### src/rtl/fabric2_mdecode.sv
`default_nettype none
// ============================================================================
// Module      : fabric2_mdecode
// Description : OCP master-side address decoder for the fabric arbiter.
//               Decodes i_MAddr[31:28] into a slave port number, strobes the
//               arbiter on transaction start (o_act) and completion (o_done),
//               and tracks accept/response handshakes through a small FSM.
//               Optional feature macro: FABRIC2_MDECODE_DECERR_EN
//                 defined   -> unmapped ports are answered locally
//                              (accept + ERR for RD, NULL for WR)
//                 undefined -> unmapped ports are folded onto port 4
// Revision    : 1.0 - initial release
// ============================================================================
module fabric2_mdecode #(
    parameter int PORTNO_WIDTH = 11
) (
    input  logic                    clk,
    input  logic                    nrst,
    input  logic [31:0]             i_MAddr,
    input  logic [2:0]              i_MCmd,
    input  logic                    i_SCmdAccept,
    input  logic [1:0]              i_SResp,
    output logic                    o_act,
    output logic                    o_done,
    output logic [PORTNO_WIDTH-1:0] o_portno,
    output logic                    o_lcl_sel,
    output logic                    o_lcl_SCmdAccept,
    output logic [1:0]              o_lcl_SResp
);

    typedef enum logic [1:0] {
        ST_IDLE      = 2'd0,
        ST_WAIT_ACC  = 2'd1,
        ST_WAIT_RESP = 2'd2,
        ST_LCL_RESP  = 2'd3
    } state_t;

    localparam logic [2:0] c_cmd_idle  = 3'd0;
    localparam logic [2:0] c_cmd_wr    = 3'd1;
    localparam logic [2:0] c_cmd_rd    = 3'd2;
    localparam logic [1:0] c_resp_null = 2'd0;
    localparam logic [1:0] c_resp_err  = 2'd3;
    localparam logic [3:0] c_last_port = 4'd4;

    state_t                  state_q, state_d;
    logic [PORTNO_WIDTH-1:0] portno_q, portno_d;
    logic [2:0]              cmd_q, cmd_d;

    logic [3:0] w_port;
    logic       w_mapped;
    logic       w_cmd_valid;
    logic [3:0] w_dec_port;
    logic       w_take;
    logic       w_unused_addr;

    // Only the top nibble of the address selects the port.
    assign w_unused_addr = ^i_MAddr[27:0];

    assign w_port      = i_MAddr[31:28];
    assign w_mapped    = (w_port <= c_last_port);
    assign w_cmd_valid = (i_MCmd == c_cmd_wr) || (i_MCmd == c_cmd_rd);

`ifdef FABRIC2_MDECODE_DECERR_EN
    logic [1:0] lcl_resp_q, lcl_resp_d;
    logic       w_decerr;

    // Unmapped targets are not forwarded; they are answered locally.
    assign w_dec_port = w_port;
    assign w_take     = w_cmd_valid && w_mapped;
    assign w_decerr   = w_cmd_valid && !w_mapped;
`else
    // Unmapped targets are folded onto the last mapped port.
    assign w_dec_port = w_mapped ? w_port : c_last_port;
    assign w_take     = w_cmd_valid;
`endif

    // Next-state, register updates and strobe outputs.
    always_comb begin
        state_d          = state_q;
        portno_d         = portno_q;
        cmd_d            = cmd_q;
        o_act            = 1'b0;
        o_done           = 1'b0;
        o_portno         = portno_q;
        o_lcl_sel        = 1'b0;
        o_lcl_SCmdAccept = 1'b0;
        o_lcl_SResp      = c_resp_null;
`ifdef FABRIC2_MDECODE_DECERR_EN
        lcl_resp_d       = lcl_resp_q;
`endif
        case (state_q)
            ST_IDLE: begin
                // nrst gating keeps the combinational strobes quiet while
                // reset is held, even if the master presents a command.
                if (nrst && w_take) begin
                    o_act    = 1'b1;
                    o_portno = PORTNO_WIDTH'(w_dec_port);
                    portno_d = PORTNO_WIDTH'(w_dec_port);
                    cmd_d    = i_MCmd;
                    if (i_SCmdAccept) begin
                        if (i_MCmd == c_cmd_wr) begin
                            o_done  = 1'b1;
                            state_d = ST_IDLE;
                        end else begin
                            state_d = ST_WAIT_RESP;
                        end
                    end else begin
                        state_d = ST_WAIT_ACC;
                    end
                end
`ifdef FABRIC2_MDECODE_DECERR_EN
                else if (nrst && w_decerr) begin
                    o_lcl_sel        = 1'b1;
                    o_lcl_SCmdAccept = 1'b1;
                    lcl_resp_d       = (i_MCmd == c_cmd_rd) ? c_resp_err
                                                            : c_resp_null;
                    state_d          = ST_LCL_RESP;
                end
`endif
            end
            ST_WAIT_ACC: begin
                // Completion type comes from the command captured at o_act.
                if (i_SCmdAccept) begin
                    if (cmd_q == c_cmd_wr) begin
                        o_done  = 1'b1;
                        state_d = ST_IDLE;
                    end else begin
                        state_d = ST_WAIT_RESP;
                    end
                end
            end
            ST_WAIT_RESP: begin
                if (i_SResp != c_resp_null) begin
                    o_done  = 1'b1;
                    state_d = ST_IDLE;
                end
            end
            ST_LCL_RESP: begin
`ifdef FABRIC2_MDECODE_DECERR_EN
                o_lcl_sel   = 1'b1;
                o_lcl_SResp = lcl_resp_q;
                lcl_resp_d  = c_resp_null;
`endif
                state_d = ST_IDLE;
            end
            default: begin
                state_d = ST_IDLE;
            end
        endcase
    end

    // State and captured-transaction registers.
    always_ff @(posedge clk or negedge nrst) begin
        if (!nrst) begin
            state_q  <= ST_IDLE;
            portno_q <= '0;
            cmd_q    <= c_cmd_idle;
        end else begin
            state_q  <= state_d;
            portno_q <= portno_d;
            cmd_q    <= cmd_d;
        end
    end

`ifdef FABRIC2_MDECODE_DECERR_EN
    // Local response held for the single LCL_RESP cycle.
    always_ff @(posedge clk or negedge nrst) begin
        if (!nrst) begin
            lcl_resp_q <= c_resp_null;
        end else begin
            lcl_resp_q <= lcl_resp_d;
        end
    end
`endif

endmodule
`default_nettype wire

### config.mk
export PLATFORM = sky130hd
export DESIGN_NAME = fabric2_mdecode
export DESIGN_NICKNAME = d
export VERILOG_FILES = /design/src/rtl/fabric2_mdecode.sv
export SDC_FILE = /design/constraint.sdc
export NUM_CORES = 1
export LEC_CHECK = 0
export CAP_MARGIN = 10
export CORE_ASPECT_RATIO = 0.7
export CORE_MARGIN = 2
export CORE_UTILIZATION = 37
export CTS_BUF_LIST = sky130_fd_sc_hd__clkbuf_2 sky130_fd_sc_hd__clkbuf_4 sky130_fd_sc_hd__clkbuf_8
export DETAILED_ROUTE_END_ITERATION = 8
export PLACE_DENSITY = 0.9
export RECOVER_POWER = 50
export SLEW_MARGIN = 20
export SYNTH_ARGS = -nofsm -noshare
export SYNTH_HDL_FRONTEND = slang
export SYNTH_SLANG_ARGS = --single-unit
export TNS_END_PERCENT = 30
### constraint.sdc
create_clock -name clk -period 2.4 [get_ports clk]
set_clock_uncertainty 0.05 [all_clocks]
set_input_delay 0.36 -clock clk [delete_from_list [all_inputs] [get_ports clk]]
set_output_delay 0.36 -clock clk [all_outputs]
set_load 0.01 [all_outputs]
# After elaboration in Yosys (flattened, before gate mapping)
# Cells that the tools add are included.
[word_totals]
output_inout_bits = 17
regBits = 16
in_bits = 40
elab_cells = 38
[op_classes]
muxes = 19
eq_ne = 9
reduce_logical = 6
order_cmp = 1
[ops]
columns = ["cell", "n"]
rows = [
  ["two-way mux 11 bit", 2],
  ["two-way mux 2 bit", 6],
  ["two-way mux 1 bit", 8],
  ["one-hot mux 2 bit (4 select lines)", 1],
  ["== test 3 x 1 -> 1 bit, second input constant", 2],
  ["!= test 2 bit, second input constant", 3],
  ["== test 2 bit, second input constant", 2],
  ["<= comparator 4 x 3 -> 1 bit, second input constant", 1],
  ["two-way mux 4 bit", 1],
  ["== test 3 x 2 -> 1 bit, second input constant", 1],
  ["one-hot mux 1 bit (3 select lines)", 1],
  ["AND reduction 3 bit", 1],
  ["== test 2 x 1 -> 1 bit, second input constant", 1],
  ["zero test 2 bit", 1],
  ["AND reduction 2 bit", 1],
  ["nonzero test 2 bit", 1],
  ["logical AND 1 bit", 1],
  ["logical OR 1 bit", 1],
]

# Depth between registers and ports, before layout
[logic_depth]
word_depth = 5
ltp_mapped = 4
mapped_depth_nobuf = 3

# Worst setup path after synthesis
# No wires, ideal clock.
[synth_path]
path_kind = "register -> output"
startpoint = "register state_q[0]"
endpoint = "output o_portno[3]"
arrival_time_ps = 1265
required_ps = 1990
path_stages_with_launch = 5
setup_slack_ps = 725
n_path_buf = 1
path_cell_list = "dfrtp_1 > nor4b_4 > nand2_4 > buf_6 > and2_1"
[synth_via]
elab_chain_cells = 2
[synth_rtl]
columns = ["item", "line_no", "source"]
rows = [
  ["start, declared", "45", "state_t state_q, state_d;"],
  ["start signal, assigned", "159", "state_q <= state_d;"],
  ["zero test 2 bit", "91", "case (state_q)"],
  ["two-way mux 11 bit", "91", ""],
  ["end, declared", "25", "output logic [PORTNO_WIDTH-1:0] o_portno,"],
]
# No other way between the ends.

# Final worst setup path
[layout_path]
startpoint = "input nrst"
endpoint = "output o_portno[9]"
[layout_via]
elab_chain_cells = 3
[layout_rtl]
columns = ["item", "line_no", "source"]
rows = [
  ["start, declared", "18", "input logic nrst,"],
  ["logical AND 1 bit", "95", "if (nrst && w_take) begin"],
  ["two-way mux 11 bit", "95", ""],
  ["two-way mux 11 bit", "91", ""],
]
# No other way between the ends.

==> flow_metrics.tcl <==
set metrics [dict create \
    fin_area_mm2 0.001062 \
    max_stage_delay_ns 0.49 \
    setup_tns_ns 0 \
    pre_cts_ws_ns -0.2148 \
    hold_depth 1 \
    endpoint "o_portno[9]" \
    clockPowerShare 0.289 \
    netlist_area_um2 743.2 \
    die_h_um 41.50 \
    crit_start "nrst" \
    finalHoldViolations 0 \
    num-nets-final 134 \
    ys_ff_latch 16 \
    initial_utilization 0.3973 \
    place_area_mm2 0.001046 \
    grt_pass1_wl_um 2628 \
    grt_antenna_before_repair 0 \
    relSlewSlack 0.4236 \
    cts_tree "done" \
    internal-power_uw 451.8 \
    dp.cells 111 \
    clkSlewWorstSetupHoldPaths_ns 0.08 \
    die_x_um 57.57 \
    rows 13 \
    crit_cells 7 \
    cpMaxStageDelayCell "clkdlybuf4s50_1" \
    pin_count 57 \
    p_comb_frac 0.206 \
    drv_slew 0 \
    final_common_cell "dfrtp_1" \
    pwr-share-seq 0.506 \
    viasPerCell 4.609 \
    clkLatencyLatePin_ns 0.28 \
    r2r-start "state_q[0]$_DFFE_PN0P_" \
    ys.warnings.count 0 \
    status "complete, no violations" \
    gr-total-overflow 0 \
    setup_slack_ns 0.09050 \
    r2r_cells 5 \
    final_cell_mix "dfrtp_1 (16), dlygate4sd2_1 (14), clkdlybuf4s50_1 (10)" \
    reg2reg_slack_ns 0.81 \
    grt_pass1_vias 584 \
    syn_avg_cell_area_um2 12.39 \
    critical_path.endpoint_type "output pin" \
    htreeDepth 1 \
    gp_congestion 0.8584 \
    path_delay_family "buffers and inverters" \
    worst-path-buf-inv 4 \
    cts_buffer_depth 2 \
    dieArea_mm2 0.002389 \
    dr.pass1.iters 3 \
    final_layout_size_suffix_gt1_frac 0.2366 \
    coreArea_mm2 0.001871 \
    fin_cells 115 \
    worst_ep_required_time_ns 1.99 \
    p_sw_frac 0.2501 \
    ir_drop_mv 0.3756 \
    numCtsBuffers 3 \
    ys_seq_area_frac 0.5387 \
    syn2layout_area_growth_pct 42.93 \
    switchingPower_uw 150.7 \
    critPathLaunchType "input pin" \
    drt-total-wl_um 1397 \
    grt_usage 0.1470 \
    antenna_cells 0 \
    hp-class "flop to flop" \
    drtAntennaViolNets 0 \
    ys_types 24 \
    routedWlPerCell_um 12.15 \
    period_share 0.9623 \
    cp_cell_sequence "clkdlybuf4s50_1 -> nor4b_4 -> buf_6 -> nand2_4 -> buf_12 -> and2_4 -> dlygate4sd2_1" \
    n_fill_cell 165 \
    setup_viol 0 \
    fmax_ghz 0.4330 \
    portBuffers 24 \
    cp.arrival_ns 1.90 \
    cts.sinks 16 \
    worst_slew_pin_slew_ns 0.8646 \
    powerDensity_mw_per_mm2 567.2 \
    vias 530 \
    grt_max_degree 18 \
    crit_fanout 8 \
    p_leak_nw 0.5629 \
    grt_setup_unrepaired "no" \
    drt-initial-drc-count 2 \
    drc 0 \
    finalCriticalPeriod_ns 2.309 \
    syn_inst 60 \
    path_class "input pin to output pin" \
    dp_hpwl_um 1106 \
    ctsRootBufferMaster "clkbuf_4" \
    drv_cap 0 \
    reg2reg_to "cmd_q[1]$_DFFE_PN0P_" \
]
==> Yosys cell counts (all sizes together) <==
library cell | instances | area (um2)
nor2 | 4 | 15.01
mux2 | 1 | 15.01
nor4b | 1 | 23.77
a21oi | 2 | 10.01
o32ai | 1 | 8.760
a32oi | 1 | 8.760
nand2 | 3 | 18.77
dfrtp | 16 | 400.4
nand4bb | 1 | 11.26
or4b | 1 | 10.01
nand3 | 1 | 5.000
and2b | 1 | 7.510
a31oi | 2 | 12.51
xor2 | 1 | 16.27
conb | 1 | 3.750
mux2i | 2 | 20.02
and2 | 9 | 76.33
o2bb2ai | 2 | 17.52
inv | 4 | 15.01
buf | 5 | 41.29
nand2b | 1 | 6.260
==> power by group through the flow <==
stage	Clock [mW]	Combinational [mW]	Sequential (mW)
after CTS	0.180	0.126	0.305
after floorplan	0	0.0678	0.306
after global placement	0	0.131	0.309
after global routing	0.196	0.137	0.308
final	0.174	0.124	0.305
after detailed placement	0	0.135	0.310
==> final cells by class <==
| type | count | area, um2 | share of cell area |
|---|---|---|---|
| tap | 22 | 27.53 | 0.02591 |
| sequential | 16 | 400.4 | 0.3769 |
| multi-input combinational | 38 | 295.3 | 0.2780 |
| inverter | 4 | 15.01 | 0.01413 |
| timing repair buffer | 31 | 287.8 | 0.2709 |
| clock buffer | 4 | 36.28 | 0.03416 |
==> registers in the layout, indices dropped and copies added (netlist names) <==
signal    flops
portno_q     11
cmd_q         3
state_q       2
==> layer usage <==
metal | track usage | wire length, um | up-vias
met5 | 0 | 0 | -
met4 | 0.06977 | 27 | 0
met3 | 0.05919 | 77 | 2
met2 | 0.2273 | 678 | 19
met1 | 0.1784 | 613 | 247
li1 | - | - | 262
==> how the worst min path moves through the flow <==
stage | from | endpoint | slack, ns
2_1_floorplan | nrst | cmd_q[0]$_DFFE_PN0P_ | 0.01
3_3_place_gp | portno_q[5]$_DFF_PN0_ | portno_q[5]$_DFF_PN0_ | 0.42
3_5_place_dp | portno_q[5]$_DFF_PN0_ | portno_q[5]$_DFF_PN0_ | 0.42
4_1_cts | nrst | cmd_q[2]$_DFFE_PN0P_ | 0.39
5_1_grt | portno_q[8]$_DFF_PN0_ | portno_q[8]$_DFF_PN0_ | 0.45
6_report | portno_q[5]$_DFF_PN0_ | portno_q[5]$_DFF_PN0_ | 0.43
==> through the flow <==
step | utilization | hold WS, ns | power [mW]
floorplan | - | 0.01441 | 0.3742
global placement | 0.5592 | 0.4158 | 0.4392
detailed placement | 0.5592 | 0.4157 | 0.4453
CTS | 0.5692 | 0.3894 | 0.6110
global route | 0.5679 | 0.4479 | 0.6411
finish | 0.5679 | 0.4315 | 0.6025
==> cell families (layout without fill, tap and decap cells) <==
group                     after synthesis  count (layout)  synth area share
DFF                                    16              16            0.5387
other                                   1               4          0.005046
AOI/OAI and AO/OA                       8               8           0.07745
buffers and inverters                   9              39           0.07575
and+or+nand+nor                        22              22            0.2340
xor gates and xnor gates                1               1           0.02189
muxes                                   3               3           0.04713
==> repair_timing <==
item,CTS,global route
gates cloned,0,0
resized for setup,14,1
hold buffers,0,0
setup endpoints to repair,13,1
setup buffers,0,0
Power figures use the tool's default switching activity.
